<file path="src/rtl/arb_mux_reg_pkg.sv">
// Shared definitions for the arbitrated registered mux: arbitration modes
// and the index-width helper.
package arb_pkg;

    typedef enum int {
        ARB_FIXED = 0,
        ARB_RR    = 1
    } arb_mode_e;

    // Index width for n requesters; never narrower than one bit.
    function automatic int clog2_min1(input int n);
        return (n <= 2) ? 1 : $clog2(n);
    endfunction

endpackage

</file>
<file path="src/rtl/arb_mux_reg_if.sv">
// Requester-side and sink-side handshake bundle of the arbitrated mux.
interface arb_mux_reg_if
    import arb_pkg::*;
#(
    parameter int WIDTH      = 32,
    parameter int NUM_INPUTS = 4
);
    localparam int SIZE_SEL = clog2_min1(NUM_INPUTS);

    logic [NUM_INPUTS*WIDTH-1:0] in_data;
    logic [NUM_INPUTS-1:0]       in_valid;
    logic [NUM_INPUTS-1:0]       in_ready;
    logic [WIDTH-1:0]            out_data;
    logic [SIZE_SEL-1:0]         out_sel;
    logic                        out_valid;
    logic                        out_ready;

    modport slave (
        input  in_data, in_valid, out_ready,
        output in_ready, out_data, out_sel, out_valid
    );

    modport master (
        output in_data, in_valid, out_ready,
        input  in_ready, out_data, out_sel, out_valid
    );

endinterface

</file>
<file path="src/rtl/arb_mux_reg_rr_picker.sv">
// Combinational requester picker: fixed priority or round-robin starting at
// ptr, using a doubled request vector so the wrap-around needs no special case.
module rr_picker
    import arb_pkg::*;
#(
    parameter int        NUM_INPUTS = 4,
    parameter arb_mode_e MODE       = ARB_RR,
    localparam int       SIZE_SEL   = clog2_min1(NUM_INPUTS)
) (
    input  logic [NUM_INPUTS-1:0] req,
    input  logic [SIZE_SEL-1:0]   ptr,
    output logic [NUM_INPUTS-1:0] grant,
    output logic [SIZE_SEL-1:0]   grant_idx
);

    logic [2*NUM_INPUTS-1:0] dbl;
    logic [2*NUM_INPUTS-1:0] masked;
    logic                    found;
    int unsigned             base;
    int unsigned             idx;

    always_comb begin
        dbl       = {req, req};
        masked    = '0;
        found     = 1'b0;
        idx       = 0;
        grant     = '0;
        grant_idx = '0;
        base      = (MODE == ARB_RR) ? int'(ptr) : 0;
        // Lower copy is searched from the pointer up; the upper copy supplies the wrapped indices.
        for (int unsigned j = 0; j < 2 * NUM_INPUTS; j++) begin
            masked[j] = dbl[j] && (j >= base);
        end
        for (int unsigned j = 0; j < 2 * NUM_INPUTS; j++) begin
            if (!found && masked[j]) begin
                found = 1'b1;
                idx   = (j >= NUM_INPUTS) ? j - NUM_INPUTS : j;
            end
        end
        if (found) begin
            grant     = NUM_INPUTS'(1) << idx;
            grant_idx = SIZE_SEL'(idx);
        end
    end

endmodule

</file>
<file path="src/rtl/arb_mux_reg.sv">
// Arbitrated, registered N-input mux with a valid/ready output stage and a
// round-robin pointer that advances past each winner.
module arb_mux_reg
    import arb_pkg::*;
#(
    parameter int        WIDTH      = 32,
    parameter int        NUM_INPUTS = 4,
    parameter arb_mode_e MODE       = ARB_RR
) (
    input logic          clk,
    input logic          rst_n,
    arb_mux_reg_if.slave bus
);

    localparam int SIZE_SEL = clog2_min1(NUM_INPUTS);

    logic [NUM_INPUTS-1:0] grant;
    logic [SIZE_SEL-1:0]   grant_idx;
    logic [SIZE_SEL-1:0]   ptr;
    logic [SIZE_SEL-1:0]   ptr_next;
    logic                  load_en;
    logic                  xfer;

    rr_picker #(
        .NUM_INPUTS(NUM_INPUTS),
        .MODE      (MODE)
    ) u_picker (
        .req      (bus.in_valid),
        .ptr      (ptr),
        .grant    (grant),
        .grant_idx(grant_idx)
    );

    assign load_en      = !bus.out_valid || bus.out_ready;
    assign xfer         = load_en && (|grant);
    assign bus.in_ready = (rst_n && load_en) ? grant : '0;
    assign ptr_next     = (grant_idx == SIZE_SEL'(NUM_INPUTS - 1)) ? '0
                                                                     : grant_idx + SIZE_SEL'(1);

    always_ff @(posedge clk or negedge rst_n) begin
        if (!rst_n) begin
            bus.out_valid <= 1'b0;
            bus.out_data  <= '0;
            bus.out_sel   <= '0;
            ptr           <= '0;
        end else if (xfer) begin
            bus.out_valid <= 1'b1;
            bus.out_data  <= bus.in_data[grant_idx*WIDTH +: WIDTH];
            bus.out_sel   <= grant_idx;
            if (MODE == ARB_RR) begin
                ptr <= ptr_next;
            end
        end else if (bus.out_ready) begin
            // Drain with nothing to refill: data and index are left as they were.
            bus.out_valid <= 1'b0;
        end
    end

endmodule

</file>
<file path="src/flat_wrapper.sv">
// flat-port wrapper written by rule: the top's interface ports become plain ports
module arb_mux_reg_flat import arb_pkg::*;
#(
    parameter int        WIDTH      = 32,
    parameter int        NUM_INPUTS = 4,
    parameter arb_mode_e MODE       = ARB_RR
)
  (clk, rst_n, bus_in_data, bus_in_valid, bus_out_ready, bus_in_ready, bus_out_data, bus_out_sel, bus_out_valid);
  arb_mux_reg_if #(.WIDTH(WIDTH), .NUM_INPUTS(NUM_INPUTS)) bus_i ();
  input logic clk;
  input logic rst_n;
  input wire logic [$bits(bus_i.in_data)-1:0] bus_in_data;
  input wire logic [$bits(bus_i.in_valid)-1:0] bus_in_valid;
  input wire logic [$bits(bus_i.out_ready)-1:0] bus_out_ready;
  output wire logic [$bits(bus_i.in_ready)-1:0] bus_in_ready;
  output wire logic [$bits(bus_i.out_data)-1:0] bus_out_data;
  output wire logic [$bits(bus_i.out_sel)-1:0] bus_out_sel;
  output wire logic [$bits(bus_i.out_valid)-1:0] bus_out_valid;
  assign bus_i.in_data = bus_in_data;
  assign bus_i.in_valid = bus_in_valid;
  assign bus_i.out_ready = bus_out_ready;
  assign bus_in_ready = bus_i.in_ready;
  assign bus_out_data = bus_i.out_data;
  assign bus_out_sel = bus_i.out_sel;
  assign bus_out_valid = bus_i.out_valid;
  arb_mux_reg #(.WIDTH(WIDTH), .NUM_INPUTS(NUM_INPUTS), .MODE(MODE)) u_core (.clk(clk), .rst_n(rst_n), .bus(bus_i));
endmodule
</file>
<file path="config.mk">
export PLATFORM = sky130hd
export DESIGN_NAME = arb_mux_reg_flat
export DESIGN_NICKNAME = d
export VERILOG_FILES = /design/src/rtl/arb_mux_reg_pkg.sv /design/src/rtl/arb_mux_reg_if.sv /design/src/rtl/arb_mux_reg_rr_picker.sv /design/src/rtl/arb_mux_reg.sv /design/src/flat_wrapper.sv
export SDC_FILE = /design/constraint.sdc
export NUM_CORES = 1
export LEC_CHECK = 0
export BUFFER_PORTS_ARGS = -buffer_cell sky130_fd_sc_hd__buf_2
export CAP_MARGIN = 20
export CORE_MARGIN = 10
export CORE_UTILIZATION = 44
export DETAILED_ROUTE_END_ITERATION = 6
export GPL_TIMING_DRIVEN = 0
export PLACE_DENSITY = 0.95
export SYNTH_ARGS = -nofsm -noshare
export SYNTH_HDL_FRONTEND = slang
export SYNTH_SLANG_ARGS = --single-unit
</file>
<file path="constraint.sdc">
create_clock -name clk -period 4.28 [get_ports clk]
set_input_delay 0.214 -clock clk [delete_from_list [all_inputs] [get_ports clk]]
set_output_delay 0.214 -clock clk [all_outputs]
set_load 0.02 [all_outputs]
</file>
==> run_results.csv, run 1 <==
group,metric,value,unit
sta,setup_tns,0,ps
clocking,clkTransAtPathRegs,70,ps
critical_path,path_cells,"and2b_4 -> o21ai_1 -> o211ai_2 -> buf_4 -> buf_8 -> buf_8 -> nand3_1 -> nor3_2 -> buf_2",
global_route,overflow,0,
floorplan,die_w,93.9,um
critical_path,crit_path_start_kind,"flop",
critical_path,reg2reg_from,"u_core.ptr[1]",
sta,min_period,2290,ps
route,num_vias,2480,
route,drt_pass1_iterations,4,
synth,ys_seq_elements,37,
run_status,outcome,"finished, final reports clean",
synth,yosysTopAreaCellShare,38.5,%
sta,finalHoldViolCount,0,
critical_path,critical_path.startpoint,"u_core.ptr[0]",
clocking,ctsHtreeMaxLevel,2,
synth,async_reset_ff_share,100,%
sta,fmax,438,MHz
placed_design,port_buffers,173,
global_route,antenna_found_initial,0,
route,ant_nets,0,
sta,finalCritPeriodShare,53.4,%
finish,final_layout_size_suffix_gt1_share,53.1,%
clocking,cts_buffers,5,
global_route,grt_max_degree,40,
critical_path,arrival,2070,ps
synth,synth-edff-count,0,
clocking,insertion_delay,290,ps
placed_design,place_congestion,0.802,
floorplan,core-area,0.00520,mm2
power_and_ir_drop,power.total,1.86,mW
critical_path,r2r_slack,2470,ps
synth,syn_inst,216,
critical_path,crit_fanout,10,
synth,yosys-top-cells-area,"dfrtp_1, mux2i_1, o221ai_1",
finish,synthToLayoutAreaGrowth,43.9,%
clocking,cts_hold_buf,0,
critical_path,crit_type,"flop to output pin",
sta,drv_slew,0,
synth,synth_ff_type,"dfrtp_1",
sta,worst_slew_pin_slew,873,ps
global_route,grt_pass1_vias,2873,
finish,fin_cells,467,
route,drc,0,
critical_path,crit_path_end_kind,"output pin",
placed_design,dp_cells,459,
critical_path,r2r_cells,6,
synth,syn_nets,351,
synth,syn_area_per_cell,11.1,um2
route,avgViaCountPerCell,5.31,
floorplan,design.die.area,0.00882,mm2
floorplan,rows,26,
finish,utilization,66.4,%
sta,setup_viol,0,
power_and_ir_drop,p_leak,1.89,nW
clocking,cts_resized,0,
finish,diodes,0,
clocking,clk_path_buf_depth,2,
synth,ys_types,33,
synth,yosysSeqAreaShare,38.5,%
critical_path,r2r-end,"u_core.bus.out_data[27]",
clocking,cts_tree,"done",
critical_path,cp.required,4070,ps
clocking,cts_root_buf,"clkbuf_8",
sta,worst_clock_skew,5.96,ps
synth,ys_warn_count,0,
sta,rsz0062_at_grt,"false",
sta,max-slew-margin-rel,41.8,%
clocking,numClockSinks,37,
floorplan,die_height,93.9,um
synth,synthesis.area,0.00240,mm2
route,avgRoutedWirePerCell,18.9,um
power_and_ir_drop,ir_drop,0.000258,V
synth,synth_largest_area_cell,"dfrtp_1",
critical_path,slowest_stage,"dfrtp_1",
floorplan,start_util,46.2,%
critical_path,cp_common_cell,"buf_8",
power_and_ir_drop,powerDensity,538,mW/mm2
route,drt_iter0_drc,69,
critical_path,slowest_delay,370,ps
global_route,grt_usage,19.8,%
placed_design,place_hpwl,7220,um
job,cap_violations,0,
critical_path,crit_end,"bus_in_ready[0]",
finish,nets,531,
route,routed_wl,8820,um
floorplan,io_pins,174,
worst_hold_path,hold_path.class,"input port to asynchronous set/reset pin",
global_route,grt_pass1_wl,14100,um
clocking,cts_setup_buffers,0,
placed cells by master, fill, tap and decap left out, types with 2 or more instances in the layout:
cell and instances:
a21oi_1 3, mux2i_1 64, o221ai_1 26, buf_4 4, clkbuf_1 3, dfrtp_1 37
buf_6 6, o21ai_1 2, clkbuf_4 2, nor3_1 2, nand2_1 37, nand2b_1 2
buf_2 174, nor2_1 2, clkbuf_8 7, buf_8 2, o221ai_2 6
worst min-delay path by stage:
stage | from | endpoint | slack, ps | depth (start not counted)
5_1_grt | rst_n | u_core.bus.out_valid | 110 | 1
2_1_floorplan | rst_n | u_core.bus.out_data[0] | -80 | 0
3_3_place_gp | rst_n | u_core.bus.out_data[17] | 370 | 1
4_1_cts | rst_n | u_core.bus.out_data[23] | 70 | 1
6_report | rst_n | u_core.bus.out_data[17] | 40 | 1
3_5_place_dp | rst_n | u_core.bus.out_data[17] | 380 | 1
power by group:
| group | switching, mW | leakage [nW] | total [mW] | internal, mW |
|---|---|---|---|---|
| registers | 0.0796 | 0.449 | 0.563 | 0.484 |
| clock network | 0.128 | 0.0542 | 0.274 | 0.146 |
| logic | 0.581 | 1.39 | 1.02 | 0.442 |
flip-flops by register name, summed over array words and instances (netlist names):
| name | cells |
|---|---|
| u_core.bus.out_data | 32 |
| u_core.bus.out_sel | 2 |
| u_core.ptr | 2 |
| u_core.bus.out_valid | 1 |
metrics by stage:
| step | setup WS, ps | hold slack, ps | area [um2] |
|---|---|---|---|
| after floorplan | 2390 | -81.6 | 2400 |
| after global placement | 2290 | 367 | 3360 |
| after detailed placement | 2230 | 380 | 3360 |
| after CTS | 1960 | 67.2 | 3460 |
| after global routing | 1830 | 112 | 3460 |
| final | 1990 | 43.5 | 3460 |
synthesized netlist by cell type, drive strengths merged, types with 2 or more instances:
master / instances
a21oi: 3
o221ai: 32
buf: 14
nand2: 37
nand2b: 3
o21ai: 2
or2: 2
nor2: 2
nor3: 3
dfrtp: 37
mux2i: 64
clkbuf: 5
kinds of logic (layout without fill, tap and decap cells):
family,count (synthesis),count (layout),synth area share (%)
AO/OA/AOI/OAI,43,43,17.3
XOR/XNOR,1,1,0.365
buffers and inverters,20,201,7.60
flip-flops,37,37,38.5
multiplexers,64,64,26.7
AND/OR/NAND/NOR,51,51,9.48
routing by layer:
metal  track usage, %  routed length (um)
met1             21.7                3330
met2             35.5                4620
met3             7.19                 800
met4             4.68                  68
met5                0                   0
layout make-up:
class,count,area (um2)
plain buffers,19,179
well taps,70,87.6
fillers,436,1750
repair buffers,173,866
flip-flops and latches,37,926
clock inverters,1,5.00
multi-input cells,159,1290
inverters,1,3.75
clock buffers,7,96.3
worst max-delay path, delay by kind of cell (launching register included):
kind / cells / cell delay, ps
flip-flops: 1 / 370
AO/OA/AOI/OAI: 2 / 160
buffers and inverters: 4 / 670
AND/OR/NAND/NOR: 3 / 580
Note: power is estimated with default switching activity, not from simulation.
==> inputs of run 2 (changes only) <==
--- a/config.mk
+++ b/config.mk
@@ -8,10 +8,10 @@
 export BUFFER_PORTS_ARGS = -buffer_cell sky130_fd_sc_hd__buf_2
 export CAP_MARGIN = 20
 export CORE_MARGIN = 10
-export CORE_UTILIZATION = 44
+export CORE_UTILIZATION = 41
 export DETAILED_ROUTE_END_ITERATION = 6
 export GPL_TIMING_DRIVEN = 0
-export PLACE_DENSITY = 0.95
+export PLACE_DENSITY = 0.92
 export SYNTH_ARGS = -nofsm -noshare
 export SYNTH_HDL_FRONTEND = slang
 export SYNTH_SLANG_ARGS = --single-unit
==> constraint.sdc (replaced) <==
create_clock -name clk -period 2.4 [get_ports clk]
set_input_delay 0.12 -clock clk [delete_from_list [all_inputs] [get_ports clk]]
set_output_delay 0.12 -clock clk [all_outputs]
set_load 0.02 [all_outputs]
==> run_results.csv, run 2 (synthesis gave the netlist of run 1 again) <==
group,metric,value,unit
finish,final_cell_mix,"buf_2, mux2i_1, nand2_1, dfrtp_1, o221ai_1",
finish,final_layout_size_suffix_gt1_share,52.8,%
finish,final_common_cell,"buf_2",
sta,finalCritPeriodShare,92.3,%
clocking,cts_setup_buffers,0,
sta,min_period,2220,ps
sta,rsz0062_at_grt,"false",
critical_path,cp.required,2280,ps
critical_path,crit_path_end_kind,"output pin",
critical_path,crit_path_start_kind,"flop",
sta,worst_slew_pin_slew,884,ps
global_route,grt_pass1_wl,13800,um
power_and_ir_drop,p_leak,1.89,nW
route,topRoutingLayerUsed,"met4",
clocking,cts_tree,"done",
floorplan,core-area,0.00561,mm2
sta,fmax,451,MHz
critical_path,arrival,2100,ps
placed_design,place_congestion,0.804,
clocking,cts_root_buf,"clkbuf_8",
clocking,cts_buffers,5,
floorplan,design.die.area,0.00932,mm2
finish,finish.instance_area,0.00345,mm2
global_route,grt_usage,18.7,%
global_route,antenna_found_initial,0,
global_route,grt_max_degree,40,
clocking,clkTransAtPathRegs,80,ps
power_and_ir_drop,powerDensity,944,mW/mm2
route,ant_nets,0,
critical_path,crit_fanout,10,
finish,reg.largest.list,"u_core.bus.out_data: 32 flops, u_core.bus.out_sel: 2 flops, u_core.ptr: 2 flops",
sta,setup_viol,0,
floorplan,rows,27,
finish,utilization,61.5,%
global_route,overflow,0,
sta,setup_tns,0,ps
route,avgRoutedWirePerCell,19.0,um
route,num_vias,2481,
floorplan,die_w,96.5,um
route,wl_met1,3330,um
clocking,insertion_delay,290,ps
placed_design,place_hpwl,7310,um
route,drt_iter0_drc,29,
clocking,clk_path_buf_depth,2,
placed_design,dpl_worst_slack,475,ps
power_and_ir_drop,ir_drop,0.000483,V
floorplan,start_util,42.8,%
route,routed_wl,8920,um
route,drc,0,
critical_path,r2r_slack,580,ps
finish,largest_register,"u_core.bus.out_data",
placed_design,port_buffers,173,
global_route,grt_pass1_vias,2900,
sta,finalHoldViolCount,0,
job,cap_violations,0,
finish,synthToLayoutAreaGrowth,43.6,%
sta,drv_slew,0,
clocking,cts_resized,0,
run_status,outcome,"finished, final reports clean",
clocking,numClockSinks,37,
critical_path,crit_type,"flop to output pin",
sta,setup_ws,185,ps
floorplan,die_height,96.5,um
finish,largest_reg_flops,32,
route,avgViaCountPerCell,5.28,
sta,timing.hold.ws,134,ps
finish,nFillCells,514,
floorplan,io_pins,174,
route,wl_met3,665,um
clocking,ctsHtreeMaxLevel,2,
sta,max-slew-margin-rel,41.1,%
sta,worst_clock_skew,4.75,ps
route,drt_pass1_iterations,4,
worst_hold_path,hold_path.class,"input port to flop",
route,met2_length,4790,um
placed_design,placed_cell_area,0.00336,mm2
finish,diodes,0,
finish,nets,532,
==> run 2: final cells by class <==
class	count	area (um2)	share of cell area (%)
Multi-Input combinational cell	159	1290	37.5
Sequential cell	37	926	26.8
Timing Repair Buffer	174	876	25.4
Buffer	19	179	5.18
Tap cell	72	90.1	2.61
Clock buffer	6	72.6	2.10
Clock inverter	2	10.0	0.290
Inverter	1	3.75	0.109
==> run 2: report_power, final <==
part,switching (mW),internal [mW]
Sequential,0.136,0.862
Combinational,1.04,0.790
Clock,0.225,0.202
==> run 2: repair_timing <==
item                                    4_1_cts  5_1_grt
endpoints found under the setup margin        0        0
hold buffers                                  1        0
hold endpoints to repair                     37        0
==> run 2: stage by stage <==
step                      total power [mW]  std cells
after floorplan                       2.25        216
after global placement                2.80        461
after detailed placement              2.86        461
after CTS                             3.29        470
after global routing                  3.47        470
final                                 3.26        470
==> run 2: per-layer routing <==
metal / up-vias / track usage (%)
met5: - / 0
met4: 0 / 4.96
met3: 12 / 5.63
met2: 105 / 34.9
met1: 1182 / 20.0
li1: 1182 / -
==> run 2: worst max-delay path, stage by stage, from the launching register on <==
cell and delay (ps):
dfrtp_1 380, and2b_4 260, o21ai_1 80, o211ai_2 80, buf_4 170, buf_8 160, buf_8 160, nand3_1 120
nor3_2 210, buf_2 190
==> run 2: worst paths after layout <==
path	startpoint	end	cells after the start
max	u_core.ptr[0]	bus_in_ready[0]	9
min	bus_in_valid[2]	u_core.bus.out_valid	3
max reg2reg	u_core.ptr[0]	u_core.bus.out_data[13]	8
min reg2reg	u_core.bus.out_sel[1]	u_core.bus.out_sel[1]	2
max in group asynchronous	rst_n	u_core.bus.out_data[1]	2
min in group asynchronous	rst_n	u_core.bus.out_data[13]	2
==> inputs of run 3 (changes only) <==
--- a/config.mk
+++ b/config.mk
@@ -7,7 +7,7 @@
 export LEC_CHECK = 0
 export BUFFER_PORTS_ARGS = -buffer_cell sky130_fd_sc_hd__buf_2
 export CAP_MARGIN = 20
-export CORE_MARGIN = 10
+export CORE_MARGIN = 5
 export CORE_UTILIZATION = 41
 export DETAILED_ROUTE_END_ITERATION = 6
 export GPL_TIMING_DRIVEN = 0
==> run_results.csv, run 3 (synthesis gave the netlist of run 1 again) <==
group,metric,value,unit
sta,rsz0062_at_grt,"false",
clocking,clkTransAtPathRegs,70,ps
finish,regArea,926,um2
finish,diodes,0,
global_route,antenna_found_initial,0,
route,ant_nets,0,
finish,utilization,62.2,%
clocking,cts_root_buf,"clkbuf_8",
critical_path,reg2reg_from,"u_core.ptr[0]",
sta,worst_slew_pin_slew,867,ps
placed_design,port_buffers,173,
clocking,insertion_delay,290,ps
sta,setup_tns,0,ps
sta,max-slew-margin-rel,42.2,%
placed_design,placed_cell_area,0.00336,mm2
critical_path,slowest_stage,"dfrtp_1",
route,num_vias,2504,
critical_path,critical_path.startpoint,"u_core.ptr[0]",
global_route,grt_usage,21.7,%
sta,fmax,451,MHz
sta,timing.hold.ws,140,ps
finish,multi_input_area,0.00129,mm2
route,routed_wl,8060,um
run_status,outcome,"finished, final reports clean",
power_and_ir_drop,powerDensity,972,mW/mm2
power_and_ir_drop,combPwrFrac,53.8,%
critical_path,r2r_slack,590,ps
critical_path,crit_fanout,10,
critical_path,crit_type,"flop to output pin",
finish,reg.largest.list,"u_core.bus.out_data: 32 flops, u_core.bus.out_sel: 2 flops, u_core.ptr: 2 flops",
power_and_ir_drop,ir_drop,0.000451,V
critical_path,path_cells,"and2b_4 -> o21ai_1 -> o211ai_2 -> buf_4 -> buf_8 -> buf_8 -> nand3_1 -> nor3_2 -> buf_2",
floorplan,start_util,42.8,%
clocking,ctsHtreeMaxLevel,2,
finish,final_layout_size_suffix_gt1_share,53.0,%
critical_path,cp.required,2280,ps
critical_path,crit_path_start_kind,"flop",
finish,nFillCells,492,
placed_design,place_hpwl,6410,um
global_route,gr-usage-met3,3.80,%
global_route,overflow,0,
finish,final_cell_mix,"buf_2, mux2i_1, nand2_1, dfrtp_1, o221ai_1",
critical_path,arrival,2100,ps
sta,finalCritPeriodShare,92.3,%
finish,fin_cells,470,
route,drt_pass1_iterations,4,
floorplan,io_pins,174,
floorplan,die_height,86.5,um
power_and_ir_drop,clkPwrFrac,16.7,%
power_and_ir_drop,sw_frac_of_total,41.3,%
global_route,grt_pass1_wl,12800,um
critical_path,cp_common_cell,"buf_8",
global_route,met1_usage,24.9,%
clocking,clk_path_buf_depth,2,
floorplan,core-area,0.00561,mm2
critical_path,crit_end,"bus_in_ready[0]",
critical_path,r2r_cells,7,
sta,setup_viol,0,
finish,synthToLayoutAreaGrowth,45.2,%
finish,largest_register,"u_core.bus.out_data",
finish,finish.instance_area,0.00349,mm2
power_and_ir_drop,p_sw,1.40,mW
sta,worst_clock_skew,9.34,ps
worst_hold_path,hold_path.class,"input port to flop",
floorplan,die_w,86.5,um
sta,min_period,2220,ps
clocking,cts_tree,"done",
global_route,grt_max_degree,40,
job,cap_violations,0,
placed_design,dp_cells,461,
worst_hold_path,whs_path_depth,3,
critical_path,slowest_delay,370,ps
power_and_ir_drop,p_leak,1.90,nW
clocking,numClockSinks,37,
route,drt_iter0_drc,57,
floorplan,design.die.area,0.00749,mm2
clocking,cts_buffers,5,
critical_path,crit_path_end_kind,"output pin",
floorplan,rows,27,
sta,finalHoldViolCount,0,
finish,nets,532,
finish,largest_reg_flops,32,
global_route,grt_pass1_vias,2710,
power_and_ir_drop,p_int,1.99,mW
global_route,met2_usage,40.1,%
critical_path,r2r-end,"u_core.bus.out_data[20]",
route,avgRoutedWirePerCell,17.1,um
global_route,gr-max-usage-layer,"met2",
route,drc,0,
placed_design,place_congestion,0.835,
clocking,cts_setup_buffers,0,
sta,drv_slew,0,
finish,final_common_cell,"buf_2",
power_and_ir_drop,pwr-share-seq,29.5,%
route,avgViaCountPerCell,5.33,
run 3: changes by cell type in the layout (fill, tap and decap cells not counted), sizes merged:
cell      previous run  this run
clkinv               2         0
bufinv               0         1
clkinvlp             0         1
run 3: layer usage:
layer | routed length (um) | part of all wire [%]
met1 | 3060 | 38
met2 | 4330 | 54
met3 | 548 | 6.8
met4 | 125 | 1.6
met5 | 0 | 0
run 3: critical path: cells and delay by family (launching register included):
family          cells  cell delay [ps]
compound gates      2              160
buf+inv             4              680
flops               1              370
simple gates        3              600
run 3: worst min path at each step:
stage / from / to / slack (ps)
finish: bus_in_valid[1] / u_core.bus.out_valid / 140
global route: bus_in_data[119] / u_core.bus.out_data[23] / 150
CTS: bus_in_valid[2] / u_core.bus.out_valid / 130
floorplan: rst_n / u_core.bus.out_data[0] / -180
global placement: rst_n / u_core.bus.out_data[13] / 270
detailed placement: rst_n / u_core.bus.out_data[12] / 280
run 3: cell type report:
type | instances | area share [%]
Clock buffer | 6 | 2.37
Inverter | 1 | 0.108
Timing Repair Buffer | 174 | 25.1
Multi-Input combinational cell | 159 | 37.1
Tap cell | 72 | 2.58
Clock inverter | 2 | 1.08
Sequential cell | 37 | 26.5
Buffer | 19 | 5.13
run 3: timing repair:
item                      4_1_cts  5_1_grt
resized for setup               0        0
hold endpoints to repair       37        0
hold buffers                    1        0
run 3: through the flow:
step | power [mW] | worst slack [ps]
after floorplan | 2.25 | 609
after global placement | 2.78 | 539
after detailed placement | 2.84 | 470
after CTS | 3.42 | 149
after global routing | 3.60 | 57.6
final | 3.39 | 184
run 3: power groups by stage:
stage               registers [mW]  clock network [mW]  logic (mW)
finish                        1.00               0.566        1.82
floorplan                     1.29                   0       0.960
global route                  1.03               0.609        1.96
detailed placement            1.00                   0        1.84
CTS                          0.998               0.577        1.84
global placement             0.994                   0        1.79
